File: config.mk
export PLATFORM = sky130hd
export DESIGN_NAME = alu_issue_arbiter_flat
export DESIGN_NICKNAME = d
export VERILOG_FILES = /design/src/rtl/alu_pkg.sv /design/src/rtl/alu_issue_arbiter_if.sv /design/src/rtl/alu_rsp_fifo.sv /design/src/rtl/alu_issue_arbiter.sv /design/src/flat_wrapper.sv
export SDC_FILE = /design/constraint.sdc
export NUM_CORES = 1
export LEC_CHECK = 0
export BUFFER_PORTS_ARGS = -buffer_cell sky130_fd_sc_hd__clkbuf_2
export CORE_AREA = 2 2 165 167
export CTS_BUF_LIST = sky130_fd_sc_hd__clkbuf_8
export CTS_CLUSTER_SIZE = 28
export DETAILED_ROUTE_END_ITERATION = 8
export DIE_AREA = 0 0 167 169
export SETUP_SLACK_MARGIN = 0.15
export SKIP_CTS_REPAIR_TIMING = 1
export SYNTH_ARGS = -nofsm -noshare
export SYNTH_HDL_FRONTEND = slang
export SYNTH_SLANG_ARGS = --single-unit
File: constraint.sdc
create_clock -name clk -period 6.9 [get_ports clk]
set_input_delay 0.69 -clock clk [delete_from_list [all_inputs] [get_ports clk]]
set_output_delay 0.69 -clock clk [all_outputs]
set_load 0.05 [all_outputs]
File: src/rtl/alu_pkg.sv
// alu_pkg: shared ALU opcodes, widths and the response FIFO entry layout.
package alu_pkg;
  localparam int DATA_W = 32;
  localparam int ALU_LATENCY = 2;
  localparam int MAX_ID_W = 3;
  localparam logic [4:0] OP_NOP = 5'b11111;
  typedef enum logic [4:0] {
    OP_ADD = 5'd0, OP_SUB, OP_AND, OP_OR, OP_XOR, OP_SLT,
    OP_SLL, OP_SRL, OP_SRA, OP_NOR, OP_SGE = 5'd10
  } alu_op_t;
  typedef struct packed {
    logic [MAX_ID_W-1:0] id;
    logic [DATA_W-1:0]   result;
    logic                zero;
  } rsp_entry_t;
endpackage

File: src/rtl/alu_issue_arbiter_if.sv
// alu_issue_arbiter_if: requester-side request bus and consumer-side response bus.
interface alu_issue_arbiter_if import alu_pkg::*; #(
  parameter int NUM_REQ = 4,
  parameter int ID_W = $clog2(NUM_REQ)
);
  logic [NUM_REQ-1:0]        req_valid;
  logic [NUM_REQ-1:0]        req_ready;
  logic [NUM_REQ*DATA_W-1:0] req_a;
  logic [NUM_REQ*DATA_W-1:0] req_b;
  logic [NUM_REQ*5-1:0]      req_op;
  logic                      rsp_valid;
  logic                      rsp_ready;
  logic [ID_W-1:0]           rsp_id;
  logic [DATA_W-1:0]         rsp_result;
  logic                      rsp_zero;
  modport master (
    output req_valid, req_a, req_b, req_op, rsp_ready,
    input  req_ready, rsp_valid, rsp_id, rsp_result, rsp_zero
  );
  modport slave (
    input  req_valid, req_a, req_b, req_op, rsp_ready,
    output req_ready, rsp_valid, rsp_id, rsp_result, rsp_zero
  );
endinterface

File: src/rtl/alu_rsp_fifo.sv
// alu_rsp_fifo: first-word-fall-through response FIFO with occupancy count.
module alu_rsp_fifo import alu_pkg::*; #(
  parameter int DEPTH = 4,
  localparam int PW = $clog2(DEPTH),
  localparam int CW = $clog2(DEPTH + 1)
) (
  input  logic          clk,
  input  logic          reset_n,
  input  logic          push,
  input  rsp_entry_t    push_data,
  input  logic          pop,
  output rsp_entry_t    head,
  output logic          valid,
  output logic [CW-1:0] count
);
  rsp_entry_t mem [DEPTH];
  logic [PW-1:0] wr_ptr, rd_ptr;
  logic pop_eff;
  function automatic logic [PW-1:0] inc(input logic [PW-1:0] p);
    return p == PW'(DEPTH - 1) ? '0 : p + 1'b1;
  endfunction
  assign valid = count != '0;
  assign pop_eff = pop & valid;
  // Head is masked so the outputs read zero while empty, including after reset.
  assign head = valid ? mem[rd_ptr] : '0;
  always_ff @(posedge clk)
    if (push) mem[wr_ptr] <= push_data;
  always_ff @(posedge clk or negedge reset_n)
    if (!reset_n) begin
      wr_ptr <= '0;
      rd_ptr <= '0;
      count  <= '0;
    end else begin
      if (push) wr_ptr <= inc(wr_ptr);
      if (pop_eff) rd_ptr <= inc(rd_ptr);
      count <= count + CW'(push) - CW'(pop_eff);
    end
endmodule

File: src/rtl/alu_issue_arbiter.sv
// alu_issue_arbiter: round-robin, credit-limited issue of requester ops to a shared
// 2-stage ALU, with an ID shadow pipeline feeding an in-order response FIFO.
module alu_issue_arbiter import alu_pkg::*; #(
  parameter int NUM_REQ = 4,
  parameter int ID_W = $clog2(NUM_REQ),
  parameter int RSP_DEPTH = 4
) (
  input  logic              clk,
  input  logic              reset_n,
  alu_issue_arbiter_if.slave bus,
  output logic [DATA_W-1:0] alu_operand_a,
  output logic [DATA_W-1:0] alu_operand_b,
  output logic [4:0]        alu_op,
  input  logic [DATA_W-1:0] alu_result,
  input  logic              alu_zero
);
  localparam int CW = $clog2(RSP_DEPTH + 1);
  localparam int UW = CW + 1;
  localparam int SW = ID_W + 1;
  logic [ID_W-1:0] rr, sel, gid, id0, id1;
  logic [SW-1:0] sum;
  logic [2*NUM_REQ-1:0] dbl;
  logic [NUM_REQ-1:0] rot;
  logic found, grant, v0, v1, head_valid;
  logic [UW-1:0] used;
  logic [CW-1:0] count;
  logic [DATA_W-1:0] a_arr [NUM_REQ];
  logic [DATA_W-1:0] b_arr [NUM_REQ];
  logic [4:0] op_arr [NUM_REQ];
  rsp_entry_t head;
  for (genvar g = 0; g < NUM_REQ; g++) begin : g_unpack
    assign a_arr[g]  = bus.req_a[g*DATA_W +: DATA_W];
    assign b_arr[g]  = bus.req_b[g*DATA_W +: DATA_W];
    assign op_arr[g] = bus.req_op[g*5 +: 5];
  end
  // Rotate valids so bit 0 is the rr pointer; the lowest set bit is the winner.
  assign dbl = {bus.req_valid, bus.req_valid} >> rr;
  assign rot = dbl[NUM_REQ-1:0];
  always_comb begin
    found = 1'b0;
    sel = '0;
    for (int k = NUM_REQ - 1; k >= 0; k--)
      if (rot[k]) begin
        found = 1'b1;
        sel = ID_W'(k);
      end
  end
  assign sum = {1'b0, rr} + {1'b0, sel};
  assign gid = sum >= SW'(NUM_REQ) ? ID_W'(sum - SW'(NUM_REQ)) : sum[ID_W-1:0];
  // Credits ignore a same-cycle pop, so a stalled consumer can never overflow the FIFO.
  assign used = UW'(count) + UW'(v0) + UW'(v1);
  assign grant = reset_n & found & (used < UW'(RSP_DEPTH));
  assign bus.req_ready = grant ? NUM_REQ'(1) << gid : '0;
  assign alu_operand_a = grant ? a_arr[gid] : '0;
  assign alu_operand_b = grant ? b_arr[gid] : '0;
  assign alu_op = grant ? op_arr[gid] : OP_NOP;
  always_ff @(posedge clk or negedge reset_n)
    if (!reset_n) begin
      rr  <= '0;
      v0  <= 1'b0;
      v1  <= 1'b0;
      id0 <= '0;
      id1 <= '0;
    end else begin
      rr  <= grant ? (gid == ID_W'(NUM_REQ - 1) ? '0 : gid + 1'b1) : rr;
      v0  <= grant;
      id0 <= gid;
      v1  <= v0;
      id1 <= id0;
    end
  alu_rsp_fifo #(.DEPTH(RSP_DEPTH)) u_fifo (
    .clk       (clk),
    .reset_n   (reset_n),
    .push      (v1),
    .push_data ('{id: MAX_ID_W'(id1), result: alu_result, zero: alu_zero}),
    .pop       (bus.rsp_ready),
    .head      (head),
    .valid     (head_valid),
    .count     (count)
  );
  assign bus.rsp_valid  = head_valid;
  assign bus.rsp_id     = ID_W'(head.id);
  assign bus.rsp_result = head.result;
  assign bus.rsp_zero   = head.zero;
endmodule

File: src/flat_wrapper.sv
// flat-port wrapper written by rule: the top's interface ports become plain ports
module alu_issue_arbiter_flat import alu_pkg::*;
#(
  parameter int NUM_REQ = 4,
  parameter int ID_W = $clog2(NUM_REQ),
  parameter int RSP_DEPTH = 4
)
  (clk, reset_n, alu_operand_a, alu_operand_b, alu_op, alu_result, alu_zero, bus_req_valid, bus_req_a, bus_req_b, bus_req_op, bus_rsp_ready, bus_req_ready, bus_rsp_valid, bus_rsp_id, bus_rsp_result, bus_rsp_zero);
  alu_issue_arbiter_if #(.NUM_REQ(NUM_REQ), .ID_W(ID_W)) bus_i ();
  input  logic clk;
  input  logic reset_n;
  output logic [DATA_W-1:0] alu_operand_a;
  output logic [DATA_W-1:0] alu_operand_b;
  output logic [4:0] alu_op;
  input  logic [DATA_W-1:0] alu_result;
  input  logic alu_zero;
  input wire logic [$bits(bus_i.req_valid)-1:0] bus_req_valid;
  input wire logic [$bits(bus_i.req_a)-1:0] bus_req_a;
  input wire logic [$bits(bus_i.req_b)-1:0] bus_req_b;
  input wire logic [$bits(bus_i.req_op)-1:0] bus_req_op;
  input wire logic [$bits(bus_i.rsp_ready)-1:0] bus_rsp_ready;
  output wire logic [$bits(bus_i.req_ready)-1:0] bus_req_ready;
  output wire logic [$bits(bus_i.rsp_valid)-1:0] bus_rsp_valid;
  output wire logic [$bits(bus_i.rsp_id)-1:0] bus_rsp_id;
  output wire logic [$bits(bus_i.rsp_result)-1:0] bus_rsp_result;
  output wire logic [$bits(bus_i.rsp_zero)-1:0] bus_rsp_zero;
  assign bus_i.req_valid = bus_req_valid;
  assign bus_i.req_a = bus_req_a;
  assign bus_i.req_b = bus_req_b;
  assign bus_i.req_op = bus_req_op;
  assign bus_i.rsp_ready = bus_rsp_ready;
  assign bus_req_ready = bus_i.req_ready;
  assign bus_rsp_valid = bus_i.rsp_valid;
  assign bus_rsp_id = bus_i.rsp_id;
  assign bus_rsp_result = bus_i.rsp_result;
  assign bus_rsp_zero = bus_i.rsp_zero;
  alu_issue_arbiter #(.NUM_REQ(NUM_REQ), .ID_W(ID_W), .RSP_DEPTH(RSP_DEPTH)) u_core (.clk(clk), .reset_n(reset_n), .bus(bus_i), .alu_operand_a(alu_operand_a), .alu_operand_b(alu_operand_b), .alu_op(alu_op), .alu_result(alu_result), .alu_zero(alu_zero));
endmodule
# [Yosys cells after proc, flatten, opt, wreduce, memory -nomap -nowiden]
# Memory sizes are Yosys's and may differ from the RTL's.
# Index checks and enable logic that the tools add are counted.
[totals] ramBits=140 register_bits=15 memories=1 out_inout_bits=109 inputBits=316
[classes] n_lt_le_gt_ge=3 n_shift=2 n_eq_ne=3 n_addsub=9 n_bitwise=4 mux=28 n_reduce_logical=1
[memory_table] name="u_core.u_fifo.mem" depth=4 width=35 read_ports=1 rd_ports_with_merged_regs=0 wr=1 line_no="alu_rsp_fifo.sv:16" rtl="rsp_entry_t mem [DEPTH];"
[ops] op="$mux 32" count=6
[ops] op="$bmux 32 s2" count=2
[ops] op="$mux 35" count=1
[ops] op="$mux 2" count=8
[ops] op="$mux 5" count=3
[ops] op="$bmux 5 s2" count=1
[ops] op="$shr 8x2->4" count=1
[ops] op="$add 2x1->2 const B" count=3
[ops] op="$eq 2x2->1 const B" count=3
[ops] op="$ge 3x3->1 const B" count=2
[ops] op="$mux 1" count=6
[ops] op="$add 3x1->4" count=1
[ops] op="$add 4x1->4" count=1
[ops] op="$lt 4x3->1 const B" count=1
[ops] op="$mux 4" count=1
[ops] op="$shl 1x2->4 const A" count=1
[ops] op="$add 2x2->3" count=1
[ops] op="$add 3x1->3" count=1
[ops] op="$and 1x1->1" count=3
[ops] op="$not 2->3" count=1
[ops] op="$reduce_bool 3->1" count=1
[ops] op="$sub 3x1->3" count=1
[ops] op="$sub 2x1->2 const B" count=1

# [Longest topological paths before layout]
[depth] depth_word=13 depth_mapped=14

# [Cells and area by module]
# Synthesis repeated with hierarchy kept, for this count alone.
[hier_totals] hier_cells=655 hier_area_um2=10003.3
[modules_own_cells] module="alu_rsp_fifo" area_each_um2=5851.9 n_inst=1 cells_each=265 seq_area_each_um2=4499.3
[modules_own_cells] module="alu_issue_arbiter" area_each_um2=4151.5 n_inst=1 cells_each=390 seq_area_each_um2=200.2

# [Worst setup path after synthesis]
# OpenSTA, ideal clock, no wires.
[synth_timing] path_kind="input to output" start="input bus_req_valid[2]" end="output alu_operand_a[31]" arrival_ns=3.794 slack_ns=2.416 cell_stages=11 path_buffers=4 path_cell_list="buf_4 > nand2_1 > a21oi_1 > o22ai_1 > o21a_1 > ha_1 > buf_2 > buf_2 > clkbuf_1 > mux2i_1 > a211oi_1"
[synth_via] elab_chain_cells=13 elab_cells_between_ends=20
[synth_lines] element="start: declaration" line_no="flat_wrapper.sv:17" rtl="input wire logic [$bits(bus_i.req_valid)-1:0] bus_req_valid;"
[synth_lines] element="$shr 8x2->4 (*)" line_no="alu_issue_arbiter.sv:37" rtl="assign dbl = {bus.req_valid, bus.req_valid} >> rr;"
[synth_lines] element="$mux 2 (3 in a row)" line_no="alu_issue_arbiter.sv:43" rtl="if (rot[k]) begin"
[synth_lines] element="$mux 2 (*)" line_no="alu_issue_arbiter.sv:43"
[synth_lines] element="$add 2x2->3 (*)" line_no="alu_issue_arbiter.sv:48" rtl="assign sum = {1'b0, rr} + {1'b0, sel};"
[synth_lines] element="$ge 3x3->1 or $sub 2x1->2 (tied branches)" line_no="alu_issue_arbiter.sv:49" rtl="assign gid = sum >= SW'(NUM_REQ) ? ID_W'(sum - SW'(NUM_REQ)) : sum[ID_W-1:0];"
[synth_lines] element="$mux 2 (*)" line_no="alu_issue_arbiter.sv:49"
[synth_lines] element="net u_core.gid[0]" line_no="alu_issue_arbiter.sv:20" rtl="logic [ID_W-1:0] rr, sel, gid, id0, id1;"
[synth_lines] element="$not 2->3 (not written as such) (*)" line_no="alu_issue_arbiter.sv:54" rtl="assign alu_operand_a = grant ? a_arr[gid] : '0;"
[synth_lines] element="$bmux 32 s2 (*)" line_no="alu_issue_arbiter.sv:54"
[synth_lines] element="$mux 32 (not written as such) (*) (2 in a row)" line_no="alu_issue_arbiter.sv:54"
[synth_lines] element="$mux 32 (*)" line_no="alu_issue_arbiter.sv:54"
[synth_lines] element="end: declaration" line_no="flat_wrapper.sv:12" rtl="output logic [DATA_W-1:0] alu_operand_a;"
# The timed path passes the listed nets; every way through them passes the cells marked *. The select of a mux whose other input is x is not followed.

# [Final worst setup path]
[layout_timing] start="register u_core.rr[1]" end="output alu_operand_b[5]"
[layout_via] elab_chain_cells=13 elab_cells_between_ends=20
[layout_lines] element="start: declaration" line_no="alu_issue_arbiter.sv:20"
[layout_lines] element="start signal: assignment" line_no="alu_issue_arbiter.sv:65" rtl="rr <= grant ? (gid == ID_W'(NUM_REQ - 1) ? '0 : gid + 1'b1) : rr;"
[layout_lines] element="$shr 8x2->4" line_no="alu_issue_arbiter.sv:37"
[layout_lines] element="$mux 2 (4 in a row)" line_no="alu_issue_arbiter.sv:43"
[layout_lines] element="$add 2x2->3" line_no="alu_issue_arbiter.sv:48"
[layout_lines] element="$ge 3x3->1 or $sub 2x1->2 (tied branches)" line_no="alu_issue_arbiter.sv:49"
[layout_lines] element="$mux 2" line_no="alu_issue_arbiter.sv:49"
[layout_lines] element="$not 2->3 (not written as such)" line_no="alu_issue_arbiter.sv:55" rtl="assign alu_operand_b = grant ? b_arr[gid] : '0;"
[layout_lines] element="$bmux 32 s2" line_no="alu_issue_arbiter.sv:55"
[layout_lines] element="$mux 32 (not written as such) (2 in a row)" line_no="alu_issue_arbiter.sv:55"
[layout_lines] element="$mux 32 (*)" line_no="alu_issue_arbiter.sv:55"
[layout_lines] element="end: declaration" line_no="flat_wrapper.sv:13" rtl="output logic [DATA_W-1:0] alu_operand_b;"
# Every way passes the cells marked *; elsewhere a longest branch is shown, timed or not. The select of a mux whose other input is x is not followed.

==> results.md <==
- Status: completed
- Top cells by area, synth: edfxtp_1, mux4_2, mux2i_1
- Clock Pin Slew Worst Setup and Hold Paths: 0.08 ns
- Final Hold Viols: 0
- Period utilization: 71.2%
- RSZ-0062 raised after global routing: no
- Crit path max fanout: 48
- DRT Wirelength: 33600 um
- Final ANT Viol Nets: 0
- Final core occ: 45.0%
- Final setup violation count: 0
- Tot Pwr: 7.01 mW
- DR WL/cell: 24.2 um
- Placed insts: 1354
- Post-DP HPWL: 25800 um
- Remaining Overflow, GRT: 0
- DR DRC count: 0
- Mapped Cells: 648
- Hold Crit Class: input port to async pin
- Initial Utilization: 34.8%
- Number of global-route vias before repair: 7238
- Core area: 26500 sq um
- Num ports: 425
- Port bufs: 424
- Worst hold margin: 0.180 ns
- Synth top area share: 45.5%
- Top delay family on crit path: compound AO/OA/AOI/OAI gates
- Crit path cell chain: nand2_1 -> a21oi_1 -> o211ai_1 -> o21a_1 -> ha_4 -> xor2_1 -> and4_4 -> buf_4 -> a2111oi_0 -> a211oi_1 -> clkbuf_2
- CTS max path bufs: 2
- Final worst setup slack: 1.99 ns
- Num rows: 60
- Endpoint class of the critical path: output pin
- CTS Sinks: 155
- Clock root cell: clkbuf_8
- Yosys reg bits: 155
- Critical path origin: u_core.rr[1]
- Largest net degree at the start of global routing: 85
- CP bufs+invs: 2
- Layout Cells excl Fill: 1390
- Full die area: 28200 sq um
- Yosys warnings: 0
- Most common cell after layout, fill and taps aside: clkbuf_2
- Area growth syn-to-layout: 29.1%
- Max-cap violation count: 0
- Nets: 1360
- Post-place setup slack: 2.13 ns
- Drt first pass iters: 5
- Global-route wire length before repair: 47300 um
- Die W: 167 um
- Commonest non-fill, non-tap cells in the layout: clkbuf_2, edfxtp_1, nor2b_1
- Vias per cell: 5.35
- Area after DPL: 11500 sq um
- Skew-Pair Late Insertion Delay: 0.43 ns
- GRT Total Usage: 22.7%
- Leading area contributor after synthesis: edfxtp_1
- Initial antenna violation count: 9
- Worst Path Required: 6.21 ns
- Design area: 11900 sq um
- P_leak: 4.87 nW
- Max VDD drop: 0.445 mV
- CP arrival: 4.22 ns
- Synthesized area: 9230 sq um
- Post-route clock skew: 0.0132 ns
- Total negative setup slack: 0 ns
- RR Startpoint: u_core.rr[1]
- FMAX: 0.204 GHz
- Critical path class: flip-flop to output pin
- CTS buffer count: 17
- H-tree depth: 4
- Slew @ Worst Pin: 1.07 ns
- Min Tclk post-route: 4.91 ns
- CTS tree: done
- Pins Over Slew Limit: 0
- Share of layout cells above drive strength 1: 55.4%
- Power Density: 588 nW/um^2
- Relative slew slack: 28.7%
- RePlAce Congestion: 0.977
- DR iter-0 viols: 584
- Post-synthesis sequential area ratio: 49.6%
- Slowest stage delay, CP: 0.66 ns
- Crit path launch type: flip-flop
- DIE HEIGHT: 169 um
- Synthesized Nets: 976
- Mapped Avg Cell Area: 14.2 sq um
- Critical path's slowest cell: buf_4
- Vias: 7439
- Distinct cells, synth: 42
## layer usage
| layer | track usage (%) | routed length [um] | up-vias |
|---|---|---|---|
| met4 | 6.97 | 554 | 2 |
| met2 | 33.5 | 15300 | 324 |
| met5 | 0 | 11 | - |
| met3 | 9.42 | 3590 | 33 |
| met1 | 30.5 | 14100 | 3680 |
| li1 | - | - | 3400 |
## synthesized netlist by cell type (all sizes together)
cell / n
nand3b: 2
o21ai: 9
o41a: 1
and3: 2
ha: 11
nor2: 1
buf: 34
a31oi: 1
a2111oi: 69
or3: 3
a211o: 1
mux4: 35
nor2b: 73
a21oi: 3
o211ai: 2
or4b: 1
a21o: 1
and4: 1
o31ai: 1
dfrtp: 15
a211oi: 64
nor3: 4
o21a: 6
mux2i: 70
xor2: 2
nand2: 9
and2: 39
mux2: 1
clkbuf: 33
edfxtp: 140
fa: 1
inv: 10
o22ai: 1
nor3b: 2
## cell type report
class                      instances  area, sq um
fill                            2440        14600
tap                              341          427
antenna                            5         12.5
sequential                       155         4580
timing repair buffer             432         2210
clock buffer                      17          234
clock inverter                    14          178
inverter                          10         37.5
multi-input combinational        416         4240
## flip-flops by register name, summed over array words and instances, names as in the netlist
signal and cells:
u_core.u_fifo.wr_ptr 2, u_core.v0 1, u_core.v1 1, u_core.id1 2, u_core.u_fifo.rd_ptr 2, u_core.u_fifo.mem 140
u_core.rr 2, u_core.u_fifo.count 3, u_core.id0 2
## logic make-up (layout without fill, tap and decap cells)
| logic type | Yosys count | count (layout) | synth area share, % |
|---|---|---|---|
| other cells | 0 | 5 | 0 |
| buf+inv | 77 | 473 | 4.85 |
| simple gates | 137 | 137 | 9.23 |
| flops | 155 | 155 | 49.6 |
| xor+xnor | 2 | 2 | 0.190 |
| compound gates | 159 | 159 | 18.2 |
| mux | 106 | 106 | 16.2 |
| fa+ha+maj | 12 | 12 | 1.71 |
## power breakdown
group | total (mW) | switching [mW] | internal (mW) | leakage, nW
Sequential | 1.36 | 0.119 | 1.24 | 1.45
Combinational | 4.94 | 3.46 | 1.49 | 3.21
Clock | 0.706 | 0.318 | 0.388 | 0.206
Total | 7.01 | 3.89 | 3.11 | 4.87
## worst register-to-register path: stages, from the launching register on
cell      delay [ns]
dfrtp_1         0.52
nand2_1         0.12
a21oi_1         0.17
o211ai_1        0.09
o21a_1          0.16
ha_4            0.16
xor2_1          0.26
and4_4          0.60
nor2_4          0.08
inv_2           0.66
## path summary, 6_finish.rpt
kind / slack [ns] / endpoint / cells after the start
min: 0.18 / u_core.id0[1] / 1
min reg2reg: 0.37 / u_core.id1[1] / 0
max in group asynchronous: 6.39 / u_core.u_fifo.rd_ptr[0] / 1
max reg2reg: 3.90 / u_core.id0[1] / 9
min in group clk: 0.37 / u_core.id1[1] / 0
max: 1.99 / alu_operand_b[5] / 11
Power figures use the tool's default switching activity.
